`config.mk`:
```
export PLATFORM = sky130hd
export DESIGN_NAME = rca_nibble_sequencer
export DESIGN_NICKNAME = d
export VERILOG_FILES = /design/src/rtl/rca_nibble_sequencer.sv
export SDC_FILE = /design/constraint.sdc
export NUM_CORES = 1
export LEC_CHECK = 0
export CAP_MARGIN = 20
export CORE_MARGIN = 2
export CORE_UTILIZATION = 40
export CTS_CLUSTER_DIAMETER = 100
export DETAILED_ROUTE_END_ITERATION = 10
export MAX_ROUTING_LAYER = met4
export PLACE_DENSITY = 0.61
export SYNTH_ARGS = -nofsm -noshare
export SYNTH_HDL_FRONTEND = slang
export SYNTH_SLANG_ARGS = --single-unit
```
`constraint.sdc`:
```
create_clock -name clk -period 3.01 [get_ports clk]
set_clock_uncertainty 0.1 [all_clocks]
set_input_delay 0.7525 -clock clk [delete_from_list [all_inputs] [get_ports clk]]
set_output_delay 0.7525 -clock clk [all_outputs]
set_load 0.05 [all_outputs]
```
`src/rtl/rca_nibble_sequencer.sv`:
```
// rca_nibble_sequencer
//   Adds two WIDTH-bit operands one nibble per cycle through an external 4-bit
//   adder slice. The slice sits beside this block at the parent level. This block
//   drives the slice from registered operand/carry state and collects its sum and
//   carry-out. The carry is chained from one nibble to the next. When the top
//   nibble finishes, the result is published with a one-cycle done pulse.
//
// Ports
//   clk, rst          rising-edge clock, synchronous active-high reset
//   start             request a new addition (accepted in IDLE or DONE)
//   a, b, cin         operands and carry-in, captured on the accepted edge
//   busy              high while nibbles are being processed
//   done              one-cycle pulse when sum/cout hold a fresh result
//   sum, cout         registered result, stable until the next completion
//   add_a/add_b/add_cin   drive to the adder slice
//   add_sum/add_cout      return from the adder slice
module rca_nibble_sequencer #(
   parameter int WIDTH = 16
) (
   input  logic             clk,
   input  logic             rst,
   input  logic             start,
   input  logic [WIDTH-1:0] a,
   input  logic [WIDTH-1:0] b,
   input  logic             cin,
   output logic             busy,
   output logic             done,
   output logic [WIDTH-1:0] sum,
   output logic             cout,
   output logic [3:0]       add_a,
   output logic [3:0]       add_b,
   output logic             add_cin,
   input  logic [3:0]       add_sum,
   input  logic             add_cout
);

   localparam int NIB = WIDTH / 4;
   localparam int IW  = (NIB > 1) ? $clog2(NIB) : 1;
   localparam logic [IW-1:0] LAST_IDX = IW'(NIB - 1);

   typedef enum logic [1:0] {
      IDLE = 2'd0,
      RUN  = 2'd1,
      DONE = 2'd2
   } state_t;

   state_t           state, state_nxt;
   logic [IW-1:0]    idx;
   logic [WIDTH-1:0] a_reg, b_reg;
   logic             carry;
   logic [WIDTH-1:0] shadow;
   logic [WIDTH-1:0] shadow_upd;
   logic             last;
   logic             accept;

   assign last   = (idx == LAST_IDX);
   // Start is honoured whenever the loop is not running, including the DONE
   // cycle, which gives back-to-back operation.
   assign accept = start && (state != RUN);
   assign busy   = (state == RUN);
   assign done   = (state == DONE);

   // Shadow with the current nibble merged in. On the last nibble this is the
   // complete result, so sum can be loaded in the same edge.
   always_comb begin
      shadow_upd = shadow;
      shadow_upd[{idx, 2'b00} +: 4] = add_sum;
   end

   always_comb begin
      add_a   = 4'd0;
      add_b   = 4'd0;
      add_cin = 1'b0;
      if (state == RUN) begin
         add_a   = a_reg[{idx, 2'b00} +: 4];
         add_b   = b_reg[{idx, 2'b00} +: 4];
         add_cin = carry;
      end
   end

   always_comb begin
      state_nxt = state;
      case (state)
         IDLE:    if (start) state_nxt = RUN;
         RUN:     if (last)  state_nxt = DONE;
         DONE:    state_nxt = start ? RUN : IDLE;
         default: state_nxt = IDLE;
      endcase
   end

   always_ff @(posedge clk) begin
      if (rst) begin
         state  <= IDLE;
         idx    <= '0;
         a_reg  <= '0;
         b_reg  <= '0;
         carry  <= 1'b0;
         shadow <= '0;
         sum    <= '0;
         cout   <= 1'b0;
      end else begin
         state <= state_nxt;
         if (accept) begin
            a_reg <= a;
            b_reg <= b;
            carry <= cin;
            idx   <= '0;
         end else if (state == RUN) begin
            shadow <= shadow_upd;
            carry  <= add_cout;
            if (last) begin
               idx  <= '0;
               sum  <= shadow_upd;
               cout <= add_cout;
            end else begin
               idx <= idx + 1'b1;
            end
         end
      end
   end

endmodule
```
# Word level (Yosys, flattened, before mapping)
# Cells that the tools add are included.
# word_totals
regBits	70
latch_bits	0
ramBits	0
romBits	0
out_inout_bits	28
word_cells	39
n_memories	0
# classes
n_addsub	2
n_mul	0
div_mod_pow	0
order_cmp	0
eq_ne	6
shifts	4
muxes	11
bitwise	1
n_reduce_logical	7
# ops
operator	count
16-bit by 5-bit indexed part select with 4-bit output	2
16-bit bitwise mux	1
4-bit by 6-bit variable shift with 16-bit output (first input constant)	1
4-bit by 6-bit indexed part select with 16-bit output	1
4-bit two-way mux	2
2-bit two-way mux	3
4-bit negation with 6-bit output	1
2-bit one-hot mux with 3 select lines	1
2-bit equality test (second input constant)	2
1-bit two-way mux	4
2-bit by 1-bit != test with 1-bit output (second input constant)	2
2-bit AND reduction	2
3-bit AND reduction	1
2-bit by 1-bit adder with 2-bit output (second input constant)	1
2-bit by 1-bit equality test with 1-bit output (second input constant)	1
2-bit logical NOT	1
2-bit != test (second input constant)	1
2-bit nonzero test	1
2-bit OR reduction	1
1-bit logical AND	1
1-bit inverter	1

# Depth between registers and ports, before layout
# depth
depth_word	4
ltp_mapped	7
mapped_depth_nobuf	5

# Least setup slack after synthesis
# Ideal clock, no wire load.
# synth_path
path_kind	register -> output
start	register state[0]
end	output add_a[0]
t_arrival_ns	1.636
required_ns	2.158
setup_slack_ns	0.521
stages_incl_launch_ff	6
path_buffers	2
path_cell_list	dfxtp_1 buf_4 nand2b_4 inv_2 clkbuf_1 and2_1
# synth_between
elab_chain_len	2
# synth_rtl
element	line	rtl
from (decl)	47	state_t state, state_nxt;
from (signal assigned)	102	state <= state_nxt;
2-bit by 1-bit equality test with 1-bit output	--	
named net busy	26	output logic busy,
4-bit two-way mux	74	if (state == RUN) begin
to (decl)	30	output logic [3:0] add_a,
# The timed path passes the listed nets, and every way through them passes these cells.

# Worst setup path in the final report
# layout_path
start	register idx[0]
end	output add_a[3]
# layout_between
elab_chain_len	2
# layout_rtl
element	line	rtl
from (decl)	48	logic [IW-1:0] idx;
from (signal assigned)	116	idx <= idx + 1'b1;
16-bit by 5-bit indexed part select with 4-bit output	75	add_a = a_reg[{idx, 2'b00} +: 4];
4-bit two-way mux	74	
# Every way passes these cells.

==> impl_results.md <==
- Status: completed
- Area of the die: 8668 µm²
- Most common cell after layout, fill and taps aside: dfxtp_1
- CP Max Fanout: 9
- Clk sinks: 70
- Number of synthesized flops with an enable pin: 0
- Yosys cell types: 32
- CTS tree: done
- Worst r2r path cells: 6
- Finished Layout Cells: 510
- Largest family of logic cells by synthesized area: simple AND/OR/NAND/NOR gates
- Die Ht: 93.10 µm
- Drt total wl: 7950 µm
- Avg WL per Cell: 15.59 µm
- First-pass GRT wire length: 13300 µm
- Maximum number of pins on one net before global-route repair: 43
- Nets: 450
- DRC Markers: 0
- Compound-gate portion of the synthesized area: 20.13%
- Seq cells post-synth: 70
- Gate Count Post-Synth: 355
- # fillers: 704
- Worst EP arrival: 2000 ps
- Drt pass-1 iters: 4
- Total track usage: 19.64%
- Latest clock arrival within the worst-skew pair: 340 ps
- H-tree lvl count: 3
- Layout cells sized above 1: 11.27%
- XOR/XNOR Fraction of Synth Area: 0%
- Reg clk slew, reported paths: 70 ps
- Multiplexer share of the synthesized area: 5.989%
- Synthesized area: 3176 µm²
- Setup Buffers After CTS: 0
- Via count: 2827
- Peak supply drop: 238.5 µV
- Min Tclk post-route: 2857 ps
- DP Cell Count: 494
- Core Region: 7727 µm²
- Initial antenna violation count: 0
- Routability Congestion: 0.7916
- Worst slew margin: 40.69%
- Reg-to-reg endpoint: sum[8]
- Starting DRC count in detailed routing: 118
- Max-slew violations: 0
- Hold Path Class: reg2reg
- Register area share after synthesis: 44.13%
- Most frequent cells in the layout: 70 x dfxtp_1, 57 x clkdlybuf4s50_1, 36 x nor2_1
- Synth Area in Adders: 2.364%
- Synth warn: 0
- Hold_buf cts: 0
- Design area: 4173 µm²
- # port buffers: 68
- Die width: 93.10 µm
- Worst Path Required: 2160 ps
- Root buffer cell: clkbuf_8
- Hold EP: cout
- Vias in the first global route: 2686
- Async SR Flop Fraction: 0%
- Syn nets: 402
- RSZ-0062 raised after global routing: false
- Gr ovfl total: 0
- CP startpoint kind: flop
- Leak: 0.001484 µW
- Number of setup violations in the final report: 0
- Worst reg-to-reg setup slack: 570 ps
- Syn_area_per_cell: 8.945 µm²
- Most used DFF post-synth: dfxtp_1
- Placed cell areas: 3971 µm²
- Clock buffer depth: 2
- PwrDens: 484.8 nW/µm²
- Final Hold Vio Count: 0
- CP Class: reg2out
- Area growth from synthesis to layout: 31.40%
- Hold depth: 2
- Row count: 32
- Starting Density: 41.09%
- Setup TNS: 0 ps
- Post-CTS sizing: 0
- Worst r2r src: idx[0]
- CTS buffer count: 9
- Slew @ Worst Pin: 888.7 ps
- Max-Cap Viols: 0
- Antenna-violating nets left: 0
- Detailed placement HPWL: 5113 µm
- Synth Area in Simple Gates: 20.49%
- Critical Path End Type: output port
- Hold path start: cout
- Num ports: 69
- # diodes: 0
- Final period util: 94.91%
- Post-detailed-route via-to-cell ratio: 5.543
- Fmax: 350.1 MHz
report_power, final:
group | leakage [µW] | internal, µW | switching, µW | total [µW]
sequential | 0.000570 | 959 | 23.0 | 981
combinational | 0.000815 | 129 | 138 | 267
clock | 0.0000996 | 428 | 347 | 775
total | 0.00148 | 1510 | 508 | 2020
per-layer routing:
layer,global-route usage [%],up-vias,wire (µm)
met5,-,-,0
met4,6.985,0,123
met3,2.820,8,384
met2,29.35,78,3610
met1,27.34,1353,3832
li1,-,1388,-
how the worst max path moves through the flow:
| stage | from | endpoint | cells past startpoint |
|---|---|---|---|
| 6_report | idx[0] | add_a[3] | 3 |
| 5_1_grt | idx[0] | add_a[3] | 3 |
| 4_1_cts | idx[0] | add_a[3] | 3 |
| 3_5_place_dp | idx[0] | add_b[2] | 3 |
| 3_3_place_gp | idx[0] | add_a[3] | 3 |
| 2_1_floorplan | state[0] | add_a[0] | 5 |
final cells by class:
class / instances / area [µm²] / share of cell area, %
sequential: 70 / 1401 / 33.58
timing repair buffer: 77 / 868.3 / 20.81
clock inverter: 3 / 42.54 / 1.019
inverter: 5 / 18.77 / 0.4498
multi-input combinational: 240 / 1555 / 37.27
tap: 102 / 127.6 / 3.058
clock buffer: 13 / 158.9 / 3.808
critical path: stages, from the launching register on:
cell	delay, ps
dfxtp_1	730
mux4_2	580
and2_1	200
buf_12	150
Yosys cell counts (all sizes together), types with 3 or more instances:
master	instances	area, µm²
clkbuf	18	67.56
nor3	16	80.08
ha	6	75.07
nand3b	5	41.29
dfxtp	70	1401
nor2b	13	81.33
and2	9	56.30
nand2	5	18.77
mux4	8	180.2
and3b	3	26.28
a221oi	6	52.55
o21ai	32	160.2
nor2	36	135.1
a32oi	16	140.1
buf	22	132.6
nand3	32	160.2
a311oi	12	105.1
inv	5	18.76
a21oi	33	165.2
stage by stage:
step | util (%) | hold slack (ps) | power (µW) | setup WS (ps)
floorplan | - | 346.0 | 1157 | 521.4
global placement | 51.39 | 345.4 | 1266 | 491.0
detailed placement | 51.39 | 353.5 | 1270 | 475.2
CTS | 54.00 | 366.3 | 2032 | 95.85
global route | 54.00 | 392.5 | 2100 | 22.20
finish | 54.00 | 365.0 | 2023 | 153.3
logic make-up (layout without fill, tap and decap cells):
| group | count (synthesis) | in the layout |
|---|---|---|
| AND/OR/NAND/NOR | 124 | 124 |
| buffers and inverters | 45 | 98 |
| AO/OA/AOI/OAI | 101 | 101 |
| multiplexers | 9 | 9 |
| flip-flops | 70 | 70 |
| adder cells (fa/ha/maj) | 6 | 6 |
Note: power is estimated with default switching activity, not from simulation.
